`config.mk`:
```
export PLATFORM = sky130hd
export DESIGN_NAME = load_store_unit
export DESIGN_NICKNAME = d
export VERILOG_FILES = /design/src/rtl/lsu_pkg.sv /design/src/rtl/lsu_align.sv /design/src/rtl/load_store_unit.sv
export SDC_FILE = /design/constraint.sdc
export NUM_CORES = 1
export LEC_CHECK = 0
export ABC_AREA = 0
export CORE_MARGIN = 2
export CORE_UTILIZATION = 43
export CTS_BUF_LIST = sky130_fd_sc_hd__clkbuf_2 sky130_fd_sc_hd__clkbuf_4 sky130_fd_sc_hd__clkbuf_8
export CTS_CLUSTER_DIAMETER = 40
export CTS_CLUSTER_SIZE = 12
export DETAILED_ROUTE_END_ITERATION = 7
export GPL_TIMING_DRIVEN = 0
export PLACE_DENSITY = 0.8
export SLEW_MARGIN = 0
export SYNTH_ARGS = -nofsm -noshare
export SYNTH_HDL_FRONTEND = slang
export SYNTH_SLANG_ARGS = --single-unit
```
`constraint.sdc`:
```
create_clock -name clk -period 3.9 [get_ports clk]
set_input_delay 0.975 -clock clk [delete_from_list [all_inputs] [get_ports clk]]
set_output_delay 0.975 -clock clk [all_outputs]
set_load 0.02 [all_outputs]
```
`src/rtl/lsu_pkg.sv`:
```
// Shared funct3 encodings, legality helper and FSM state type for the load/store unit.
package lsu_pkg;

  localparam logic [2:0] F3_B  = 3'b000;
  localparam logic [2:0] F3_H  = 3'b001;
  localparam logic [2:0] F3_W  = 3'b010;
  localparam logic [2:0] F3_BU = 3'b100;
  localparam logic [2:0] F3_HU = 3'b101;

  typedef enum logic {IDLE, RMW} lsu_state_t;

  // Stores only know B/H/W; loads additionally have BU/HU.
  function automatic logic is_illegal(input logic we, input logic [2:0] funct3);
    if (we)
      return funct3 > F3_W;
    return funct3 != F3_B && funct3 != F3_H && funct3 != F3_W &&
           funct3 != F3_BU && funct3 != F3_HU;
  endfunction

endpackage

```
`src/rtl/lsu_align.sv`:
```
// Combinational lane logic: extracts and extends a load lane from a memory word, and merges a
// store lane into the old word for read-modify-write. No state, no backpressure.
module lsu_align
  import lsu_pkg::*;
(
  input  logic [2:0]  funct3,
  input  logic [1:0]  offset,
  input  logic [31:0] word_in,
  input  logic [31:0] store_data,
  output logic [31:0] load_data,
  output logic [31:0] merged
);

  logic [4:0]  shamt;
  logic [31:0] lane;
  logic [31:0] mask;

  always_comb begin
    shamt     = {offset, 3'b000};
    lane      = word_in >> shamt;
    load_data = lane;
    mask      = 32'hFFFF_FFFF;
    case (funct3[1:0])
      F3_B[1:0]: begin
        load_data = funct3[2] ? {24'd0, lane[7:0]} : {{24{lane[7]}}, lane[7:0]};
        mask      = 32'h0000_00FF << shamt;
      end
      F3_H[1:0]: begin
        load_data = funct3[2] ? {16'd0, lane[15:0]} : {{16{lane[15]}}, lane[15:0]};
        mask      = 32'h0000_FFFF << shamt;
      end
      default: ;
    endcase
    merged = (word_in & ~mask) | ((store_data << shamt) & mask);
  end

endmodule

```
`src/rtl/load_store_unit.sv`:
```
// Load/store stage: loads and SW respond 1 cycle after accept; SB/SH read-modify-write and respond
// after 2 (req_ready low during the write cycle). MISALIGN_TRAP_EN faults misaligned/illegal requests.
module load_store_unit
  import lsu_pkg::*;
#(
  parameter int size = 1024,
  parameter int bits = $clog2(size)
) (
  input  logic            clk,
  input  logic            rst_n,
  input  logic            req_valid,
  output logic            req_ready,
  input  logic            req_we,
  input  logic [2:0]      req_funct3,
  input  logic [31:0]     req_addr,
  input  logic [31:0]     req_wdata,
  output logic            rsp_valid,
  output logic [31:0]     rsp_rdata,
  output logic            rsp_err,
  output logic [bits-1:0] mem_address,
  output logic            mem_read_enable,
  output logic            mem_write_enable,
  output logic [31:0]     mem_input_data,
  input  logic [31:0]     mem_output_data
);

  lsu_state_t      state;
  logic [bits-1:0] rmw_index;
  logic [31:0]     rmw_data;
  logic            accept;
  logic            illegal;
  logic            fault;
  logic [2:0]      f3;
  logic [1:0]      offset;
  logic            is_load;
  logic            is_word_store;
  logic            is_sub_store;
  logic [31:0]     load_data;
  logic [31:0]     merged;
  logic            unused_addr_bits;

  // Address bits above the word index are ignored so accesses wrap modulo size.
  assign unused_addr_bits = &{1'b0, req_addr[31:bits+2]};

  assign req_ready = (state == IDLE);
  assign accept    = req_valid && req_ready;
  assign illegal   = is_illegal(req_we, req_funct3);
  assign f3        = illegal ? F3_W : req_funct3;

  // Sub-word offsets are forced to the natural alignment of the access size.
  always_comb begin
    offset = 2'b00;
    case (f3[1:0])
      F3_B[1:0]: offset = req_addr[1:0];
      F3_H[1:0]: offset = {req_addr[1], 1'b0};
      default:   offset = 2'b00;
    endcase
  end

`ifdef MISALIGN_TRAP_EN
  assign fault = illegal ||
                 (f3[1:0] == F3_H[1:0] && req_addr[0]) ||
                 (f3[1:0] == F3_W[1:0] && req_addr[1:0] != 2'b00);
`else
  assign fault = 1'b0;
`endif

  assign is_load       = accept && !req_we && !fault;
  assign is_word_store = accept && req_we && !fault && f3[1:0] == F3_W[1:0];
  assign is_sub_store  = accept && req_we && !fault && f3[1:0] != F3_W[1:0];

  lsu_align u_align (
    .funct3     (f3),
    .offset     (offset),
    .word_in    (mem_output_data),
    .store_data (req_wdata),
    .load_data  (load_data),
    .merged     (merged)
  );

  assign mem_address      = (state == RMW) ? rmw_index : req_addr[bits+1:2];
  assign mem_input_data   = (state == RMW) ? rmw_data : req_wdata;
  assign mem_read_enable  = is_load || is_sub_store;
  assign mem_write_enable = (state == RMW) || is_word_store;

  always_ff @(posedge clk or negedge rst_n) begin
    if (!rst_n) begin
      state     <= IDLE;
      rsp_valid <= 1'b0;
      rsp_rdata <= 32'd0;
      rsp_err   <= 1'b0;
      rmw_index <= '0;
      rmw_data  <= 32'd0;
    end else begin
      rsp_valid <= 1'b0;
      rsp_err   <= 1'b0;
      case (state)
        IDLE: begin
          if (is_sub_store) begin
            state     <= RMW;
            rmw_index <= req_addr[bits+1:2];
            rmw_data  <= merged;
          end else if (accept) begin
            rsp_valid <= 1'b1;
            rsp_err   <= fault;
            rsp_rdata <= is_load ? load_data : 32'd0;
          end
        end
        RMW: begin
          state     <= IDLE;
          rsp_valid <= 1'b1;
          rsp_rdata <= 32'd0;
        end
        default: state <= IDLE;
      endcase
    end
  end

endmodule
```
==> run_results.csv <==
group,metric,value,unit
status,status,"finished clean",
die,core_area,9860,um^2
power,power,2.39,mW
yosys,post_synth.cell_area_avg,9.77,um^2
timing,fin_crit,3.78,ns
power,combPwrFrac,28.5,%
global_routing,overflow,0,
finish,drive_above_1_share,14.4,%
routing,num_vias,4361,
cts,cts_sinks,76,
worst_setup_path,rr_worst_depth,7,
cts,cts_tree,"built",
finish,seqCellArea,1900,um^2
worst_setup_path,crit_end,"mem_read_enable",
timing,final_min_period_over_clock_period,96.8,%
timing,worstMarginPinSlew,0.682,ns
timing,hold_viol,0,
worst_setup_path,r2r_slack,1.65,ns
yosys,syn_area,4410,um^2
power,ir_drop,0.211,mV
routing,drt_iter0_markers,498,
power,power.density,373,nW/um^2
die,die-height,105,um
die,die_w,105,um
yosys,synthTopCellsByCount,"92 x nand2_1, 76 x dfrtp_1, 42 x mux2_2",
worst_setup_path,r2r-end,"rsp_rdata[9]$_DFFE_PN0P_",
global_routing,antenna_found_initial,0,
global_routing,grt_pass1_wl,23600,um
yosys,synth.most_common_cell,"nand2_1",
die,start_util,44.7,%
worst_setup_path,endpoint_kind,"primary output",
routing,via_per_inst,5.75,
routing,dr.pass1.iters,6,
routing,drc_errors,0,
finish,area_delta_synth_final,45.6,%
yosys,synth_ff_type,"dfrtp_1",
worst_setup_path,start_kind,"primary input",
power,seqPwrFrac,41.4,%
power,clkPwrFrac,30.1,%
placement,dpl_cell_area,6180,um^2
placement,io_buffers,158,
timing,slew_headroom,54.5,%
routing,wirelength,15200,um
global_routing,track_usage,27.5,%
worst_setup_path,crit_required,2.92,ns
cts,postCtsSetupRepairBufs,0,
die,io_pins,182,
yosys,seq_area_frac_synth,43.2,%
yosys,async_flop_share,100,%
placement,routabilityCongestion,0.921,
global_routing,grt_pass1_vias,4425,
yosys,synth_area_leaders,"dfrtp_1 43%, mux2_2 11%, mux4_2 8.2%",
cts,cts.hold.buffers_added,0,
placement,hpwlAfterDp,11800,um
power,swShare,31.4,%
power,leakage,2.84,nW
finish,n_antenna_cell,0,
worst_setup_path,rr_startpoint,"state$_DFF_PN0_",
cts,clk_pin_slew_worst_paths,0.09,ns
yosys,synth.distinct_cells,38,
die,rows,36,
finish,n_fill_cell,788,
timing,fmax,0.265,GHz
routing,ant_nets,0,
cts,clockBufferDepth,2,
power,p_int,1.64,mW
timing,rsz0062_at_grt,"false",
timing,setup-tns-final,0,ns
worst_setup_path,critPathMaxFanout,19,
timing,fin_worst_skew,0.00763,ns
yosys,synth_top_area_share,43.2,%
yosys,ys_ff_latch,76,
power,p_sw,751,uW
worst_hold_path,hold_class,"primary input to asynchronous set/reset pin",
cts,cts_buffers,9,
finish,final_core_util,65.0,%
finish,postLayoutCellArea,6420,um^2
cts,htreeDepth,3,
routing,wl_per_cell,20.1,um
worst_setup_path,crit_path_start,"req_funct3[2]",
timing,whs,0.397,ns
finish,nets,723,
yosys,synth_fp_nets,554,
yosys,syn-instance-count,451,
yosys,synth_top_cell_by_area,"dfrtp_1",
yosys,yosys_warnings,0,
worst_setup_path,crit_arrival,2.80,ns
worst_setup_path,critPathKind,"primary input to primary output",
global_routing,grt_max_degree,74,
cts,root_buffer,"clkbuf_8",
timing,maxSlewViolCount,0,
timing,setup_viol,0,
die,fp.dieArea,11100,um^2
yosys,synth_edf_count,0,
cts,clock_latency,0.37,ns
finish,multiInputGateArea,2310,um^2
job,maxCapViolCount,0,
registers in the layout, indices dropped and copies added (netlist names):
register	flops
rmw_data	32
state	1
rsp_valid	1
rmw_index	10
rsp_rdata	32
kinds of logic after synthesis:
| logic type | count (synthesis) | synth area share [%] |
|---|---|---|
| AND/OR/NAND/NOR | 146 | 13.7 |
| AO/OA/AOI/OAI | 112 | 16.9 |
| flip-flops | 76 | 43.2 |
| multiplexers | 70 | 21.6 |
| buffers and inverters | 46 | 4.46 |
| other | 1 | 0.0851 |
timing repair:
action	4_1_cts	5_1_grt
endpoints found under the hold margin	0	0
endpoints found under the setup margin	1	1
resized for setup	2	2
cell type report:
cell class	instances	share of cell area, %
multi-input cells	329	36.0
flip-flops and latches	76	29.6
repair buffers	159	25.1
well taps	133	2.59
plain buffers	32	2.30
clock buffers	10	2.15
clock inverters	6	1.46
inverters	13	0.761
how the worst min path moves through the flow:
stage | from | endpoint | slack [ns] | cells past startpoint
global placement | rmw_index[4]$_DFFE_PN0P_ | rmw_index[4]$_DFFE_PN0P_ | 0.45 | 2
global route | rst_n | rsp_rdata[30]$_DFFE_PN0P_ | 0.39 | 1
detailed placement | rmw_index[4]$_DFFE_PN0P_ | rmw_index[4]$_DFFE_PN0P_ | 0.46 | 2
CTS | rst_n | rsp_rdata[30]$_DFFE_PN0P_ | 0.40 | 1
finish | rst_n | rsp_rdata[30]$_DFFE_PN0P_ | 0.40 | 1
floorplan | rmw_index[0]$_DFFE_PN0P_ | rmw_index[0]$_DFFE_PN0P_ | 0.44 | 2
metrics by stage:
stage	instances	setup slack, ns
finish	758	0.123
global route	758	0.0440
CTS	758	0.0629
detailed placement	743	-0.411
global placement	742	-0.748
floorplan	451	0.967
placed cells by master (no fill, tap or decap), drive strengths merged, types with 2 or more instances in the layout:
| master | n |
|---|---|
| a211o | 7 |
| a211oi | 8 |
| a21o | 9 |
| a21oi | 11 |
| a221oi | 5 |
| a222oi | 8 |
| a22o | 9 |
| a31oi | 3 |
| and2 | 3 |
| and3 | 6 |
| buf | 16 |
| bufinv | 2 |
| clkbuf | 28 |
| clkdlybuf4s50 | 156 |
| dfrtp | 76 |
| inv | 15 |
| mux2 | 42 |
| mux2i | 12 |
| mux4 | 16 |
| nand2 | 92 |
| nor2 | 39 |
| o21ai | 48 |
power groups by stage:
stage	Combinational (mW)	Clock (mW)	Sequential (mW)
3_3_place_gp	0.654	0	0.994
2_1_floorplan	0.305	0	1.03
4_1_cts	0.680	0.711	0.985
5_1_grt	0.733	0.744	1.00
3_5_place_dp	0.676	0	1.00
6_report	0.682	0.720	0.989
critical path, cell delays in order:
cell and delay (ns):
clkdlybuf4s50_1 0.53, nor2_2 0.18, nand4_1 0.14, clkbuf_4 0.27, nand2_1 0.10, clkdlybuf4s50_1 0.60
routing by layer:
metal / track usage [%] / vias to the layer above / wire (um)
met5: 0 / - / 0
met4: 8.86 / 0 / 401
met3: 5.26 / 40 / 1150
met2: 47.1 / 257 / 7630
met1: 35.1 / 2108 / 6050
li1: - / 1956 / -
No activity file was read; power rests on OpenSTA's default activity.
